[config.mk]
export PLATFORM = sky130hd
export DESIGN_NAME = memory_port_arbiter
export DESIGN_NICKNAME = d
export VERILOG_FILES = /design/src/rtl/flow_mem_pkg.sv /design/src/rtl/rr_arbiter_2.sv /design/src/rtl/memory_port_arbiter.sv
export SDC_FILE = /design/constraint.sdc
export NUM_CORES = 1
export LEC_CHECK = 0
export CORE_ASPECT_RATIO = 1.75
export CORE_UTILIZATION = 30
export CTS_BUF_LIST = sky130_fd_sc_hd__clkbuf_2
export DETAILED_ROUTE_END_ITERATION = 12
export PLACE_DENSITY = 0.84
export SYNTH_ARGS = -nofsm -noshare
export SYNTH_HDL_FRONTEND = slang
export SYNTH_SLANG_ARGS = --single-unit
export TNS_END_PERCENT = 5
[constraint.sdc]
create_clock -name clock -period 2.8 [get_ports clock]
set_clock_uncertainty 0.2 [all_clocks]
set_input_delay 0.28 -clock clock [delete_from_list [all_inputs] [get_ports clock]]
set_output_delay 0.28 -clock clock [all_outputs]
set_load 0.02 [all_outputs]
[src/rtl/flow_mem_pkg.sv]
// Shared definitions for the datapath memory port arbiter: address-space and
// requester encodings plus the tag that follows a load through its read latency.
package flow_mem_pkg;

    localparam logic SPACE_MEMORY = 1'b0;
    localparam logic SPACE_STACK  = 1'b1;

    localparam logic REQ_A = 1'b0;
    localparam logic REQ_B = 1'b1;

    typedef struct packed {
        logic valid;
        logic owner;
        logic space;
    } rsp_tag_t;

endpackage

[src/rtl/rr_arbiter_2.sv]
// Two-way arbiter: round-robin on contention unless prio_b_i forces B to win.
// Grant is one-hot (or zero) and suppressed while reset is high.
module rr_arbiter_2
    import flow_mem_pkg::*;
(
    input  logic       clock,
    input  logic       reset,
    input  logic [1:0] req_i,
    input  logic       prio_b_i,
    output logic [1:0] grant_o
);

    logic last_grant_q;
    logic last_grant_d;

    always_ff @(posedge clock) begin
        if (reset) begin
            last_grant_q <= REQ_B;
        end else begin
            last_grant_q <= last_grant_d;
        end
    end

    // On contention the requester that did not win last time goes next.
    always_comb begin
        grant_o = 2'b00;
        if (!reset) begin
            if (req_i[REQ_A] && req_i[REQ_B]) begin
                if (prio_b_i || (last_grant_q == REQ_A)) begin
                    grant_o[REQ_B] = 1'b1;
                end else begin
                    grant_o[REQ_A] = 1'b1;
                end
            end else begin
                grant_o = req_i;
            end
        end
    end

    always_comb begin
        last_grant_d = last_grant_q;
        if (grant_o[REQ_B]) begin
            last_grant_d = REQ_B;
        end else if (grant_o[REQ_A]) begin
            last_grant_d = REQ_A;
        end
    end

endmodule

[src/rtl/memory_port_arbiter.sv]
// Shares the memory data port between the load/store unit (A) and debug port (B).
// Handshake: request and its fields stay stable until grant is seen high; the access commits at that edge.
module memory_port_arbiter
    import flow_mem_pkg::*;
#(
    parameter int ADDR_WIDTH       = 16,
    parameter int DATA_WIDTH       = 16,
    parameter int FIXED_PRIORITY_B = 0
) (
    input  logic                  clock,
    input  logic                  reset,
    input  logic                  a_request,
    input  logic                  a_write,
    input  logic                  a_space,
    input  logic [ADDR_WIDTH-1:0] a_address,
    input  logic [DATA_WIDTH-1:0] a_wdata,
    output logic                  a_grant,
    output logic                  a_rvalid,
    output logic [DATA_WIDTH-1:0] a_rdata,
    input  logic                  b_request,
    input  logic                  b_write,
    input  logic                  b_space,
    input  logic [ADDR_WIDTH-1:0] b_address,
    input  logic [DATA_WIDTH-1:0] b_wdata,
    output logic                  b_grant,
    output logic                  b_rvalid,
    output logic [DATA_WIDTH-1:0] b_rdata,
    output logic [ADDR_WIDTH-1:0] mem_address,
    output logic [DATA_WIDTH-1:0] mem_value,
    output logic                  mem_memory_store_enable,
    output logic                  mem_stack_store_enable,
    input  logic [DATA_WIDTH-1:0] mem_at_memory,
    input  logic [DATA_WIDTH-1:0] mem_at_stack
);

    logic [1:0]            grant;
    logic                  granted;
    logic                  winner;
    logic                  sel_write;
    logic                  sel_space;
    logic [ADDR_WIDTH-1:0] sel_address;
    logic [DATA_WIDTH-1:0] sel_wdata;
    logic [ADDR_WIDTH-1:0] addr_hold_q;
    logic [ADDR_WIDTH-1:0] addr_hold_d;
    rsp_tag_t              rsp_q;
    rsp_tag_t              rsp_d;
    logic [DATA_WIDTH-1:0] rdata_sel;

    rr_arbiter_2 u_arb (
        .clock    (clock),
        .reset    (reset),
        .req_i    ({b_request, a_request}),
        .prio_b_i (FIXED_PRIORITY_B != 0),
        .grant_o  (grant)
    );

    assign granted     = |grant;
    assign winner      = grant[REQ_B] ? REQ_B : REQ_A;
    assign sel_write   = (winner == REQ_B) ? b_write   : a_write;
    assign sel_space   = (winner == REQ_B) ? b_space   : a_space;
    assign sel_address = (winner == REQ_B) ? b_address : a_address;
    assign sel_wdata   = (winner == REQ_B) ? b_wdata   : a_wdata;

    assign a_grant = grant[REQ_A];
    assign b_grant = grant[REQ_B];

    // Idle cycles keep presenting the last address so the memory read-back stays stable.
    always_comb begin
        mem_address             = addr_hold_q;
        mem_value               = '0;
        mem_memory_store_enable = 1'b0;
        mem_stack_store_enable  = 1'b0;
        if (granted) begin
            mem_address             = sel_address;
            mem_value               = sel_wdata;
            mem_memory_store_enable = sel_write && (sel_space == SPACE_MEMORY);
            mem_stack_store_enable  = sel_write && (sel_space == SPACE_STACK);
        end
    end

    always_comb begin
        addr_hold_d = granted ? sel_address : addr_hold_q;
        rsp_d.valid = granted && !sel_write;
        rsp_d.owner = winner;
        rsp_d.space = sel_space;
    end

    always_ff @(posedge clock) begin
        if (reset) begin
            addr_hold_q <= '0;
            rsp_q       <= '0;
        end else begin
            addr_hold_q <= addr_hold_d;
            rsp_q       <= rsp_d;
        end
    end

    assign rdata_sel = (rsp_q.space == SPACE_STACK) ? mem_at_stack : mem_at_memory;
    assign a_rvalid  = !reset && rsp_q.valid && (rsp_q.owner == REQ_A);
    assign b_rvalid  = !reset && rsp_q.valid && (rsp_q.owner == REQ_B);
    assign a_rdata   = a_rvalid ? rdata_sel : '0;
    assign b_rdata   = b_rvalid ? rdata_sel : '0;

endmodule

==> metrics.md <==
| Metric | Value |
|---|---|
| Max clock buf depth | `2` |
| Max Used Layer | `met4` |
| Sink Count | `20` |
| Internal | `754.9 µW` |
| Synthesized Nets | `334` |
| Clock transition at path regs | `0.21 ns` |
| Peak VDD IR | `0.1923 mV` |
| Drt wl/cell | `15.76 µm` |
| Worst path arrival time | `2.22 ns` |
| Most common cell after layout, fill and taps aside | `clkdlybuf4s50_1` |
| Post-synth top area share | `22.63%` |
| Largest net degree at the start of global routing | `25` |
| Comb pwr share | `51.2%` |
| Vias in the first global route | `2475` |
| Flop pwr share | `29.0%` |
| WL final | `7547 µm` |
| FP Rows | `36` |
| Vias | `2504` |
| Worst skew pair latency | `0.32 ns` |
| Tmin final | `2.702 ns` |
| Syn Area/Cell | `7.692 µm²` |
| P_sw | `342.6 µW` |
| Yosys reg bits | `20` |
| Most frequent cells in the layout | `clkdlybuf4s50_1 (173), nor2_1 (65), dfxtp_1 (20)` |
| Post-synthesis sequential area ratio | `22.63%` |
| Final design utilization | `65.78%` |
| Yosys warns | `0` |
| # H-tree levels | `1` |
| Final setup fails | `0` |
| Worst-path maximum fanout | `10` |
| Post-route cell area | `3704 µm²` |
| Post-CTS sizing | `0` |
| Status | `finished clean` |
| Synth area leaders | `dfxtp_1 (23%), nor2_1 (14%), mux2_2 (10%)` |
| Synthesized instance count | `230` |
| Crit share post-route | `96.49%` |
| Metal1 wirelength | `2620 µm` |
| Met2 wire len | `4136 µm` |
| Unrepaired setup endpoints after global routing | `false` |
| Clock share of power | `19.8%` |
| Final hold vios | `0` |
| CORE AREA | `5630 µm²` |
| Ant. Diodes | `0` |
| Tot Pwr | `1.098 mW` |
| Routability cong. | `0.7854` |
| Crit path launch type | `input pin` |
| Biggest area consumer among synthesized cells | `dfxtp_1` |
| Dpl hpwl | `6092 µm` |
| Vias per cell | `5.228` |
| Leakage | `1.448 nW` |
| Max Fclk | `0.3701 GHz` |
| Root buffer selected by CTS | `clkbuf_2` |
| Slew Limit Fails | `0` |
| I/O pins | `174` |
| Worst Hold Class | `input pin to flop` |
| NumNets Final | `508` |
| Die Y-Extent | `103.6 µm` |
| Drt initial violations | `90` |
| Max_slew headroom | `57.55%` |
| Max-cap check violation count | `0` |
| FF+latch area | `400.4 µm²` |
| CTS tree | `done` |
| Fill cells | `482` |
| Hold-fix buffers, CTS | `0` |
| Initial Util | `31.42%` |
| Critical path required time | `2.32 ns` |
| IO Port Bufs | `173` |
| Power Dens Cells | `296.4 nW/µm²` |
| TritonCTS buffer count | `3` |
| Die area | `6221 µm²` |
| 1st-pass router iterations | `4` |
| Worst Max-Slew Pin Slew | `0.6352 ns` |
| Setup TNS | `0 ns` |
| Die W | `60.05 µm` |
| Netlist cell types | `26` |
| CP Class | `input pin to output pin` |
| Switching part of the total | `31.22%` |
| Placed instance area | `3659 µm²` |
| First-pass GRT wire length | `11330 µm` |
| Mapped Area | `1769 µm²` |
| Routed Antenna Nets | `0` |
| Area of the multi-input gates | `1260 µm²` |
| Met3 routed WL | `631 µm` |
| Initial antenna violation count | `0` |
| Residual DRC count | `0` |
| Area growth from synthesis to layout | `109.3%` |
| Layout cells sized above 1 | `9.926%` |
| CP Capture Type | `output pin` |
| Post-CTS Repair Setup Buffers | `0` |
| Total GRT Usage | `23.28%` |
| Remaining Overflow, GRT | `0` |
## registers in the layout (all words and copies together), names as in the netlist
register and count:
u_arb.last_grant_q 1, addr_hold_q 16, rsp_q 3
## power groups by stage
| stage | clock, mW | combinational (mW) | sequential (mW) |
|---|---|---|---|
| 2_1_floorplan | 0 | 0.251 | 0.321 |
| 3_3_place_gp | 0 | 0.552 | 0.322 |
| 3_5_place_dp | 0 | 0.562 | 0.325 |
| 4_1_cts | 0.225 | 0.564 | 0.319 |
| 5_1_grt | 0.234 | 0.596 | 0.322 |
| 6_report | 0.217 | 0.562 | 0.318 |
## kinds of logic (layout without fill, tap and decap cells)
logic type	Yosys count	in the layout	synth area share [%]
buf+inv	26	199	6.152
flops	20	20	22.63
compound gates	59	59	29.00
simple gates	93	93	22.99
mux	32	32	19.24
## stage by stage
stage / instances / setup slack (ns) / hold slack [ns]
after detailed placement: 475 / 0.09900 / 0.3619
after floorplan: 230 / 0.8182 / 0.1491
after global routing: 479 / 0.006676 / 0.3364
after CTS: 479 / 0.08712 / 0.3287
final: 479 / 0.09835 / 0.3416
after global placement: 475 / 0.1410 / 0.3448
## worst paths after layout
kind	from	to	slack (ns)	depth (start not counted)
max	b_request	mem_address[2]	0.1	6
min	b_address[12]	addr_hold_q[12]$_SDFF_PP0_	0.34	3
max reg2reg	u_arb.last_grant_q$_SDFFE_PP1P_	addr_hold_q[7]$_SDFF_PP0_	1.28	3
min reg2reg	u_arb.last_grant_q$_SDFFE_PP1P_	u_arb.last_grant_q$_SDFFE_PP1P_	0.42	2
## layer usage
layer	GRT usage, %	vias up
li1	-	1195
met1	23.61	1160
met2	45.16	135
met3	3.620	14
met4	6.977	0
met5	0	-
## critical path, stage by stage
cell	delay, ns
clkdlybuf4s50_1	0.55
a21bo_2	0.26
nor2_2	0.15
buf_4	0.20
a221o_1	0.15
clkdlybuf4s50_1	0.62
## final cells by class
| class | instances | share of cell area, % |
|---|---|---|
| Inverter | 5 | 0.5068 |
| Multi-Input combinational cell | 184 | 34.02 |
| Tap cell | 76 | 2.568 |
| Clock inverter | 1 | 0.8108 |
| Timing Repair Buffer | 190 | 50.88 |
| Sequential cell | 20 | 10.81 |
| Clock buffer | 3 | 0.4054 |
## Yosys cell counts, drive strengths merged
library cell	n
a211oi	1
a21bo	1
a21boi	2
a21oi	3
a221o	16
a22o	16
and2	16
and3	1
buf	9
clkbuf	12
dfxtp	20
inv	5
mux2	16
mux2i	16
nand2	4
nand2b	1
nand3	2
nand4	2
nor2	66
nor2b	1
o211ai	1
o21ai	2
o21bai	1
o221ai	16
(Power assumes the default switching activity.)
==> variant 1, RTL diff (same settings) <==
Set the parameter `DATA_WIDTH` to 12 (it was 16).
--- a/src/rtl/memory_port_arbiter.sv
+++ b/src/rtl/memory_port_arbiter.sv
@@ -5,5 +5,5 @@
 #(
     parameter int ADDR_WIDTH       = 16,
-    parameter int DATA_WIDTH       = 16,
+    parameter int DATA_WIDTH       = 12,
     parameter int FIXED_PRIORITY_B = 0
 ) (
Interface: changed (7 resized); port bits go from 174 to 146. The function was not compared with the original's and may differ.
==> variant 1 against the unedited design <==
Die area fell by 3.4%; synthesized cell count decreased by 7.8%; routed wire length shrank 12%; worst setup slack worse by 0.011 ns; design area is 11% lower; via count is 12% lower; synthesized area shrank 3.5%; critical path depth is the same; sequential share of layout area is 1.3 points higher; sequential power hardly changed; sequential cell count stayed put; total power decreased by 15%.
==> variant 1: results (changes against the unedited design) <==
[logic_synthesis]
netlist_top_cells_count = nor2_1, dfxtp_1
synth.distinct_cells = 31  ; +19%
synthTopCellsByArea = dfxtp_1, nor2_1, mux2_2
postSynthNetCount = 300  ; -10%

[place]
routabilityCongestion = 0.786  ; about the same
dp_cells = 428  ; -9.9%
post-place-ws_ns = 0.0702  ; -0.0288 ns
place.port_buffers = 145  ; -16%

[drt]
wl_um = 6630  ; -12%
routedWlPerCell_um = 15.3  ; -2.6%

[worst_setup_path]
r2r_slack_ns = 1.44  ; +0.16 ns
crit_end = mem_memory_store_enable

[global_routing]
grt_pass1_wl_um = 9950  ; -12%
grt_max_degree = 30  ; +20%
grt_usage_pct = 21.1  ; -2.2 points
met3_usage_pct = 3.42  ; -0.20 points

[clock_network]
clkTransAtPathRegs_ns = 0.19  ; -0.02 ns

[outcome]
outcome = complete, no violations

[final_layout]
nNetsFinal = 446  ; -12%

[pwr]
p_leak_nw = 1.28  ; -11%
power_uw = 936  ; -15%
p_clk_uw = 113  ; -48%
vdd_drop_max_uv = 215  ; +12%
switching_power_uw = 309  ; -9.9%

[sta]
layout_min_cycle_time_ns = 2.71  ; +0.0108 ns
holdWs_ns = 0.365  ; +0.0229 ns

[min_path]
hold_start = b_address[9]

variant 1: changes by cell type after synthesis, moves of 2 or more:
| cell | unedited run | this run |
|---|---|---|
| nor2_1 | 65 | 57 |
| clkbuf_1 | 12 | 5 |
| buf_2 | 9 | 3 |
| buf_4 | 0 | 6 |
| a22o_1 | 16 | 12 |
| mux2i_1 | 16 | 12 |
| buf_6 | 0 | 3 |
| buf_1 | 0 | 2 |
variant 1: area by class of cell:
type,instances,area [sq um]
fill,489,2230
timing repair buffer,159,1590
multi-input combinational,169,1190
sequential,20,400
tap,76,95.1
inverter,5,18.8
clock buffer,3,15.0
variant 1: logic make-up (layout without fill, tap and decap cells):
| kind of cell | count (synthesis) | after routing | share of synthesized area (%) |
|---|---|---|---|
| AND/OR/NAND/NOR | 85 | 85 | 22.2 |
| buffers and inverters | 24 | 167 | 8.13 |
| AO/OA/AOI/OAI | 55 | 56 | 28.6 |
| flip-flops | 20 | 20 | 23.4 |
| multiplexers | 28 | 28 | 17.6 |
==> variant 2, RTL diff (same settings) <==
Made on the original files. Make the reset (`reset`) asynchronous in 2 clocked blocks.
--- a/src/rtl/rr_arbiter_2.sv
+++ b/src/rtl/rr_arbiter_2.sv
@@ -14,5 +14,5 @@
     logic last_grant_d;
 
-    always_ff @(posedge clock) begin
+    always_ff @(posedge clock or posedge reset) begin
         if (reset) begin
             last_grant_q <= REQ_B;
--- a/src/rtl/memory_port_arbiter.sv
+++ b/src/rtl/memory_port_arbiter.sv
@@ -86,5 +86,5 @@
     end
 
-    always_ff @(posedge clock) begin
+    always_ff @(posedge clock or posedge reset) begin
         if (reset) begin
             addr_hold_q <= '0;
Behaviour: differs if reset is asserted again (counterexample within 4 cycles, from zero or initial values and one cycle with reset high); with reset held inactive, the same outputs for 10 cycles.
==> variant 2 against the unedited design <==
Global-route usage up 1.8 points; critical path depth down 1; routed wire length up 5.6%; total power down 3.0%; die area down 1.0%; combinational power up 7.1%; sequential cell count unchanged; design area up 1.3%; cell count up 0.84%; synthesized area down 1.1%; worst setup slack better by 0.052 ns; worst hold slack worse by 0.15 ns; fmax up 1.9%; largest cell class unchanged.
==> variant 2: results (changes against the unedited design) <==
[outcome]
outcome = complete, no violations

[drt]
first_iter_violations = 140  ; +56%
viasPerCell = 5.37  ; +2.7%
wl_um = 7970  ; +5.6%

[clock_network]
clkTransAtPathRegs_ns = 0.22
clock_latency_ns = 0.30  ; -0.02 ns

[sta]
tightest_slew_ns = 0.508  ; -0.127 ns
holdWs_ns = 0.192  ; -0.150 ns
finalMaxSlewViolations = 0  ; unchanged

[place]
routabilityCongestion = 0.795  ; +1.2%
dp_cells = 479  ; +0.84%
dp_hpwl_um = 6070  ; -0.43%
placed_area_sq_mm = 0.00368  ; +0.55%
post-place-ws_ns = 0.0327  ; -0.0663 ns

[worst_setup_path]
worstPathArrival_ns = 2.17  ; -0.05 ns
cp_slowest_cell = clkdlybuf4s50_1
startpoint = u_arb.last_grant_q$_DFFE_PP1P_
path_max_fanout = 18  ; +8

[final_layout]
fillers = 516  ; +7.1%
fin_cells = 483  ; +0.84%
drive_above_1_share_pct = 8.11  ; -1.8 points
nNetsFinal = 512  ; +0.79%

[global_routing]
grt_max_degree = 35  ; +40%
grt_usage_pct = 25.1  ; +1.8 points
grt_pass1_vias = 2507  ; +1.3%
grt_pass1_wl_um = 12000  ; +6.0%

[pwr]
p_clk_uw = 126  ; -42%
power_frac_seq_pct = 31.7  ; +2.7 points
vdd_drop_max_uv = 157  ; -18%
p_leak_nw = 1.55  ; +7.4%
power_mw = 1.07  ; -3.0%

[logic_synthesis]
synthTopCellsByArea = dfrtp_1, o2111ai_1, nor2_1
synth.distinct_cells = 29  ; +12%
ys.flop_type = dfrtp_1
synth_mux_area_share_pct = 9.79  ; -9.4 points
syn_inst = 236  ; +2.6%
netlist_top_cells_count = nor2_1, o21ai_0, o2111ai_1
postSynthNetCount = 340  ; +1.8%
yosysSeqAreaShare_pct = 28.7  ; +6.0 points
synth_compound_area_share_pct = 39.5  ; +10 points
async_reset_ff_share_pct = 100  ; +100 points

[min_path]
hold_path_class = input pin to asynchronous set/reset pin

## variant 2: final cells by class
type | instances | area (sq um) | share of cell area (%)
inverter | 6 | 22.5 | 0.600
multi-input combinational | 180 | 1100 | 29.4
clock buffer | 3 | 15.0 | 0.400
tap | 76 | 95.1 | 2.53
timing repair buffer | 197 | 2010 | 53.6
sequential | 20 | 502 | 13.4
clock inverter | 1 | 3.75 | 0.100
## variant 2: path summary, 6_finish.rpt
check	end	slack, ns	cells after the start
worst max register to register	rsp_q[0]$_DFF_PP0_	1.07	5
max in group asynchronous	addr_hold_q[3]$_DFF_PP0_	1.92	4
worst max-delay path	mem_value[4]	0.15	5
min in group clock	addr_hold_q[4]$_DFF_PP0_	0.30	3
worst min register to register	addr_hold_q[11]$_DFF_PP0_	0.36	2
worst min-delay path	addr_hold_q[14]$_DFF_PP0_	0.19	3
## variant 2: metal layers
layer	track usage [%]	routed length [um]	part of all wire, %
met1	28.6	2990	38
met5	0	0	0
met3	3.89	474	5.9
met2	44.8	4230	53
met4	10.9	272	3.4
